## config.mk

```make
export PLATFORM = sky130hd
export DESIGN_NAME = ifetch_unit
export DESIGN_NICKNAME = d
export VERILOG_FILES = /design/src/rtl/ifetch_unit_pkg.sv /design/src/rtl/ifetch_unit_timer.sv /design/src/rtl/ifetch_unit.sv
export SDC_FILE = /design/constraint.sdc
export NUM_CORES = 1
export LEC_CHECK = 0
export CAP_MARGIN = 5
export CORE_ASPECT_RATIO = 0.5
export CORE_MARGIN = 5
export CORE_UTILIZATION = 45
export CTS_BUF_LIST = sky130_fd_sc_hd__clkbuf_8 sky130_fd_sc_hd__clkbuf_16
export DETAILED_ROUTE_END_ITERATION = 7
export HOLD_SLACK_MARGIN = 0.15
export PLACE_DENSITY = 0.78
export SKIP_LAST_GASP = 1
export SYNTH_ARGS = -nofsm -noshare
export SYNTH_HDL_FRONTEND = slang
export SYNTH_SLANG_ARGS = --single-unit
```

## constraint.sdc

```tcl
create_clock -name clk -period 6.2 [get_ports clk]
set_input_delay 0.93 -clock clk [delete_from_list [all_inputs] [get_ports clk]]
set_output_delay 0.93 -clock clk [all_outputs]
set_load 0.03 [all_outputs]
```

## src/rtl/ifetch_unit_pkg.sv

```systemverilog
// Shared definitions for the instruction fetch unit: FSM encoding,
// parameter defaults and the timeout-counter width helper.
package ifetch_unit_pkg;

    localparam logic [31:0] DEF_RESET_PC = 32'h0040_0000;
    localparam int          DEF_TIMEOUT  = 255;

    typedef enum logic [1:0] {
        ST_IDLE  = 2'd0,
        ST_REQ   = 2'd1,
        ST_HOLD  = 2'd2,
        ST_FAULT = 2'd3
    } fetch_state_t;

    // Counter width able to hold 0..TIMEOUT; never narrower than one bit.
    function automatic int timer_width(input int limit);
        return (limit < 1) ? 1 : $clog2(limit + 1);
    endfunction

endpackage

```

## src/rtl/ifetch_unit_timer.sv

```systemverilog
// REQ-phase watchdog: up-counter cleared when a request is launched,
// counting every cycle the request is outstanding. 'expired' marks the
// LIMIT-th outstanding cycle so the FSM can abandon the request at its end.
module ifetch_unit_timer
    import ifetch_unit_pkg::*;
#(
    parameter int LIMIT = DEF_TIMEOUT
) (
    input  logic clk,
    input  logic rst,
    input  logic clear,
    input  logic en,
    output logic expired
);

    localparam int             W    = timer_width(LIMIT);
    localparam logic [W-1:0]   LAST = W'(LIMIT - 1);

    logic [W-1:0] count;

    // Clear has priority so a new request always starts from zero.
    always_ff @(posedge clk or posedge rst) begin
        if (rst)        count <= '0;
        else if (clear) count <= '0;
        else if (en)    count <= count + 1'b1;
    end

    // A zero limit disables the watchdog entirely.
    always_comb begin
        expired = (LIMIT != 0) && en && (count == LAST);
    end

endmodule

```

## src/rtl/ifetch_unit.sv

```systemverilog
// Instruction fetch unit: captures the PC on a start pulse, runs a
// req/ack read to instruction memory, holds the word in IR until the
// decoder takes it, then strobes PC+4 back to the PC register.
module ifetch_unit
    import ifetch_unit_pkg::*;
#(
    parameter logic [31:0] RESET_PC = DEF_RESET_PC,
    parameter int          TIMEOUT  = DEF_TIMEOUT
) (
    input  logic        clk,
    input  logic        rst,
    input  logic [31:0] pc_addr,
    input  logic        fetch_start,
    input  logic        flush,
    output logic        imem_req,
    output logic [31:0] imem_addr,
    input  logic        imem_ack,
    input  logic [31:0] imem_rdata,
    input  logic        imem_err,
    output logic [31:0] ir_out,
    output logic        ir_valid,
    input  logic        ir_ready,
    output logic [31:0] pc_next,
    output logic        pc_load,
    output logic        busy,
    output logic        fault,
    output logic [31:0] fault_addr
);

    fetch_state_t state;
    logic         drop;       // flush seen while a read was in flight
    logic         start_ok;
    logic         tmr_expired;

    // Aligned start accepted from IDLE; flush in the same cycle wins.
    always_comb begin
        start_ok = (state == ST_IDLE) && fetch_start && !flush && (pc_addr[1:0] == 2'b00);
    end

    ifetch_unit_timer #(.LIMIT(TIMEOUT)) u_timer (
        .clk     (clk),
        .rst     (rst),
        .clear   (start_ok),
        .en      (state == ST_REQ),
        .expired (tmr_expired)
    );

    // Fetch FSM with every output registered alongside the state.
    always_ff @(posedge clk or posedge rst) begin
        if (rst) begin
            state      <= ST_IDLE;
            drop       <= 1'b0;
            imem_req   <= 1'b0;
            imem_addr  <= RESET_PC;
            ir_out     <= 32'h0;
            ir_valid   <= 1'b0;
            pc_next    <= RESET_PC + 32'd4;
            pc_load    <= 1'b0;
            busy       <= 1'b0;
            fault      <= 1'b0;
            fault_addr <= 32'h0;
        end else begin
            pc_load <= 1'b0;
            case (state)
                ST_IDLE: begin
                    if (fetch_start && !flush) begin
                        busy <= 1'b1;
                        if (pc_addr[1:0] == 2'b00) begin
                            imem_addr <= pc_addr;
                            imem_req  <= 1'b1;
                            state     <= ST_REQ;
                        end else begin
                            // Misaligned: fault without touching the bus.
                            fault      <= 1'b1;
                            fault_addr <= pc_addr;
                            state      <= ST_FAULT;
                        end
                    end
                end
                ST_REQ: begin
                    // The request is never withdrawn early; ack beats timeout.
                    if (imem_ack) begin
                        imem_req <= 1'b0;
                        drop     <= 1'b0;
                        if (imem_err) begin
                            fault      <= 1'b1;
                            fault_addr <= imem_addr;
                            state      <= ST_FAULT;
                        end else if (drop || flush) begin
                            busy  <= 1'b0;
                            state <= ST_IDLE;
                        end else begin
                            ir_out   <= imem_rdata;
                            ir_valid <= 1'b1;
                            state    <= ST_HOLD;
                        end
                    end else if (tmr_expired) begin
                        imem_req   <= 1'b0;
                        drop       <= 1'b0;
                        fault      <= 1'b1;
                        fault_addr <= imem_addr;
                        state      <= ST_FAULT;
                    end else if (flush) begin
                        drop <= 1'b1;
                    end
                end
                ST_HOLD: begin
                    if (flush) begin
                        ir_valid <= 1'b0;
                        busy     <= 1'b0;
                        state    <= ST_IDLE;
                    end else if (ir_ready) begin
                        ir_valid <= 1'b0;
                        pc_load  <= 1'b1;
                        pc_next  <= imem_addr + 32'd4;
                        busy     <= 1'b0;
                        state    <= ST_IDLE;
                    end
                end
                ST_FAULT: begin
                    if (flush) begin
                        fault <= 1'b0;
                        busy  <= 1'b0;
                        state <= ST_IDLE;
                    end
                end
                default: state <= ST_IDLE;
            endcase
        end
    end

endmodule

```

======== After elaboration in Yosys (flattened, before gate mapping) ========
Index checks and enable logic that the tools add are counted.
word-level totals
  flip-flop bits (word level) ............. 144
  bits of input ports ..................... 71
  output and inout port bits .............. 133
operators by class
  $add $sub $neg .......................... 2
  eq/ne operators ......................... 15
  mux-type cells .......................... 47
  bitwise operators ....................... 3
  reductions and logical operators ........ 24
operator list
  cell                                           number
  2-to-1 mux 32 bit                              5
  one-hot mux 32 bit (2 select lines)            1
  adder 32 x 3 -> 32 bit, second input constant  1
  2-to-1 mux 1 bit                               25
  2-to-1 mux 2 bit                               9
  2-to-1 mux 8 bit                               2
  != test 2 bit, second input constant           6
  AND reduction 4 bit                            3
  AND reduction 6 bit                            2
  AND reduction 5 bit                            2
  != test 3 bit, second input constant           3
  adder 8 x 1 -> 8 bit, second input constant    1
  equality test 8 bit, second input constant     1
  one-hot mux 2 bit (4 select lines)             1
  AND reduction 3 bit                            2
  nonzero test 2 bit                             3
  nonzero test 3 bit                             2
  logical AND 1 bit                              5
  equality test 2 bit, second input constant     2
  zero test 2 bit                                2
  != test 2 x 1 -> 1 bit, second input constant  2
  one-hot mux 1 bit (2 select lines)             2
  one-hot mux 1 bit (4 select lines)             1
  inverter 1 bit                                 3
  other kinds (5)                                5

======== Depth between registers and ports, before layout ========
  word-level depth ........................ 5
  mapped depth ............................ 9

======== Hierarchy ========
From an unflattened synthesis, not the netlist that was laid out.
unflattened totals
  cells, all modules ...................... 658
  area total of the unflattened synthesis .. 6393.6 µm²
by module, submodules not included
  module             instances  cells an instance  area an instance (µm²)  seq. area each (µm²)
  ifetch_unit        1          616                5974.5                  3407.0
  ifetch_unit_timer  1          42                 419.2                   200.2

======== Worst setup path before layout ========
No wires, ideal clock.
  path kind ............................... input to register
  start ................................... input port flush
  end ..................................... register imem_addr[29]
  library setup time ...................... 133 ps
  arrival time ............................ 2178 ps
  setup slack ............................. 3888 ps
  cell stages on the path ................. 5
  path buffers ............................ 2
  path through ............................ clkbuf_1 or3_1 nor3_1 clkbuf_1 o21ai_0
on the way
  cells in the longest elaborated chain, start to end .. 3
ends and longest elaborated chain
  what                                  RTL line           text
  start, declared                       ifetch_unit.sv:14  input logic flush,
  zero test 1 bit                       ifetch_unit.sv:66  if (fetch_start && !flush) begin
  logical AND 1 bit                     ifetch_unit.sv:66
  AND reduction 3 bit (no source line)  --
  end signal, assigned                  ifetch_unit.sv:69  imem_addr <= pc_addr;
  end, declared                         ifetch_unit.sv:16  output logic [31:0] imem_addr,
No other way between the ends.
A chain may end at the register's enable or synchronous reset.

======== Worst setup path in the final report ========
  start ................................... input port flush
  end ..................................... register pc_next[31]
on the way
  cells in the longest elaborated chain, start to end .. 2
ends and longest elaborated chain
  what                                  RTL line            text
  inverter 1 bit (no source line)       --
  AND reduction 3 bit (no source line)  --
  end signal, assigned                  ifetch_unit.sv:57   pc_next <= RESET_PC + 32'd4;
  end signal, assigned                  ifetch_unit.sv:115  pc_next <= imem_addr + 32'd4;
  end, declared                         ifetch_unit.sv:23   output logic [31:0] pc_next,
No other way between the ends.

==> results.sh <==
export IMPL_grtUsageMet3=0.0579
export IMPL_min_period_ns=3.04
export IMPL_core_area_um2=13700
export IMPL_power_density_nw_per_um2=570
export IMPL_seqCellArea_um2=3610
export IMPL_grt_pass1_wl_um=26900
export IMPL_drv_slew=0
export IMPL_clock_fmax_mhz=329
export IMPL_async_reset_ff_frac=1.00
export IMPL_portBuffers=203
export IMPL_cts_buffer_depth=2
export IMPL_cp_required_ns=6.55
export IMPL_cp_start_kind="input port"
export IMPL_synth_net_count=700
export IMPL_path_max_fanout=61
export IMPL_via_per_inst=5.02
export IMPL_busiest_layer="met2"
export IMPL_crit_type="input port to register"
export IMPL_r2r_slack_ns=3.71
export IMPL_antenna_diode_count=0
export IMPL_chipHeight_um=94.0
export IMPL_rsz0062_at_grt="false"
export IMPL_post_synth_num_cell_types=41
export IMPL_crit_end="pc_next[31]"
export IMPL_ir_worst_vdd_mv=0.275
export IMPL_ys_flop_type="dfrtp_1"
export IMPL_final_antenna_net_count=0
export IMPL_htreeDepth=4
export IMPL_outcome="finished clean"
export IMPL_path_cells="clkdlybuf4s50_1 -> nor2_1 -> nand3_2 -> inv_1 -> nand4b_1 -> mux2i_1 -> a211o_1"
export IMPL_area_delta_synth_final_pct=43.1
export IMPL_cts_tree="yes"
export IMPL_cp_startpoint="flush"
export IMPL_grt_overflow_total=0
export IMPL_met2_usage=0.344
export IMPL_cts_hold_buffers=0
export IMPL_nFillCells=1045
export IMPL_netlist_area_um2=6360
export IMPL_p_leak_nw=4.12
export IMPL_final_area_um2=9100
export IMPL_r2r_start="state[1]"
export IMPL_wire_per_inst_um=16.5
export IMPL_grt_pass1_vias=5120
export IMPL_start_util=0.464
export IMPL_grt_max_degree=104
export IMPL_drt_iter0_drc=346
export IMPL_cts_root_buf="clkbuf_16"
export IMPL_die_w_um=178
export IMPL_yosysWarnings=0
export IMPL_cts_resized_gates=0
export IMPL_path_clk_slew_ns=0.06
export IMPL_ys_ff_latch=144
export IMPL_num_vias=5141
export IMPL_place_hpwl_um=11900
export IMPL_ios=204
export IMPL_reg2regPathDepth=6
export IMPL_whs_ns=0.477
export IMPL_use_met1=0.259
export IMPL_slowest_delay_ns=0.77
export IMPL_die_area_um2=16700
export IMPL_cts_setup_buffers=0
export IMPL_slew_headroom=0.245
export IMPL_clock_sinks=144
export IMPL_gp_congestion=0.784
export IMPL_fin_tns_setup_ns=0
export IMPL_hold_path_depth=2
export IMPL_drive_above_1_share=0.103
export IMPL_skew_ns=0.0114
export IMPL_cts_buffers=17
export IMPL_final_nets=894
export IMPL_setup_violations_final=0
export IMPL_multi_input_area_um2=2610
export IMPL_hold_path_class="register to register"
export IMPL_routed_wirelength_um=16900
export IMPL_syn_area_per_cell_um2=10.2
export IMPL_antenna_found_initial=0
export IMPL_worst_path_max_delay_cell="nand3_2"
export IMPL_placed_area_um2=8550
export IMPL_synth_edff_count=0
export IMPL_fp_row_count=30
export IMPL_rr_endpoint="ir_out[23]"
export IMPL_period_share=0.491
export IMPL_route_detailed_drc=0
export IMPL_synthCells=626
export IMPL_critPathArrivalTime_ns=3.39
export IMPL_final_util=0.664
export IMPL_clock_latency_ns=0.42
export IMPL_worst_pin_slew_ns=1.13
export IMPL_grt_usage=0.204
export IMPL_cp_end_kind="register"
export IMPL_drv_cap=0
export IMPL_ys_seq_area_frac=0.567
export IMPL_first_pass_iters=4
export IMPL_hold_viol_final=0
[critical path, delay by kind of cell]
family,cells,cell delay [ns]
AND/OR/NAND/NOR,3,1.10
multiplexers,1,0.18
AO/OA/AOI/OAI,1,0.13
buffers and inverters,2,1.04
[Yosys cell counts, types with 7 or more instances]
| library cell | instances | area share |
|---|---|---|
| o21ai_0 | 64 | 0.050 |
| mux2i_1 | 31 | 0.049 |
| xnor2_1 | 16 | 0.022 |
| nand2_1 | 170 | 0.10 |
| dfrtp_1 | 141 | 0.56 |
| nand3_1 | 15 | 0.012 |
| mux2_2 | 32 | 0.057 |
| nand4_1 | 7 | 0.0069 |
| inv_1 | 8 | 0.0047 |
| a21oi_1 | 10 | 0.0079 |
| clkbuf_1 | 25 | 0.015 |
| nor2_1 | 32 | 0.019 |
| xor2_1 | 17 | 0.023 |
[report_power, final]
| group | switching [mW] | internal (mW) |
|---|---|---|
| clock | 0.440 | 0.524 |
| sequential | 0.388 | 1.38 |
| combinational | 1.42 | 1.04 |
[logic make-up (layout without fill, tap and decap cells)]
kind of cell / Yosys count / count (layout) / synth area share
xor+xnor: 33 / 33 / 0.0455
simple gates: 258 / 258 / 0.179
buf+inv: 40 / 247 / 0.0250
fa+ha+maj: 3 / 3 / 0.00590
mux: 63 / 63 / 0.105
compound gates: 85 / 85 / 0.0714
flops: 144 / 144 / 0.567
[metal layers]
layer | wire length, um | up-vias | share of wire
li1 | - | 2499 | -
met1 | 7270 | 2501 | 0.43
met2 | 8430 | 120 | 0.50
met3 | 938 | 21 | 0.056
met4 | 238 | 0 | 0.014
met5 | 0 | - | 0
[stage by stage]
stage | power, mW | std cells | setup WS (ns)
finish | 5.19 | 1025 | 3.16
global route | 5.48 | 1025 | 2.75
CTS | 5.23 | 1025 | 3.10
detailed placement | 4.26 | 993 | 2.69
global placement | 4.20 | 993 | 2.83
floorplan | 3.16 | 626 | 1.41
[how the worst min path moves through the flow]
stage / start / end / slack (ns)
2_1_floorplan: drop / drop / 0.48
3_3_place_gp: fault_addr[9] / fault_addr[9] / 0.46
3_5_place_dp: fault_addr[30] / fault_addr[30] / 0.47
4_1_cts: fault_addr[30] / fault_addr[30] / 0.48
5_1_grt: fault_addr[14] / fault_addr[14] / 0.50
6_report: fault_addr[3] / fault_addr[3] / 0.48
[layout make-up]
cell class / instances / area share
Timing Repair Buffer: 207 / 0.227
Inverter: 8 / 0.00385
Tap cell: 192 / 0.0264
Multi-Input combinational cell: 442 / 0.286
Clock buffer: 17 / 0.0467
Clock inverter: 15 / 0.0137
Sequential cell: 144 / 0.396
[state kept, by name, summed over array words and instances, names as in the netlist]
name and cells:
fault_addr 32, imem_addr 32, ir_out 32, pc_next 32, u_timer.count 8, state 2
busy 1, drop 1, fault 1, imem_req 1, ir_valid 1, pc_load 1
[cells in the final DEF, fill, tap and decap left out, types with 3 or more instances in the layout]
| cell type | n |
|---|---|
| mux2i_1 | 31 |
| nor4_2 | 3 |
| and2_1 | 3 |
| mux2_2 | 32 |
| clkbuf_16 | 17 |
| and3_1 | 5 |
| o21ai_0 | 64 |
| ha_1 | 3 |
| clkinv_4 | 3 |
| inv_6 | 7 |
| xnor2_1 | 16 |
| nand3_1 | 14 |
| or3_1 | 3 |
| dfstp_2 | 3 |
| a211oi_1 | 3 |
| buf_4 | 4 |
| dfrtp_1 | 141 |
| xor2_1 | 17 |
| a21oi_1 | 10 |
| nand4_1 | 7 |
| nand2_1 | 170 |
| clkdlybuf4s50_1 | 203 |
| or2_2 | 3 |
| inv_1 | 8 |
| nor2_1 | 32 |
| nand2b_1 | 4 |
(Power assumes the default switching activity.)
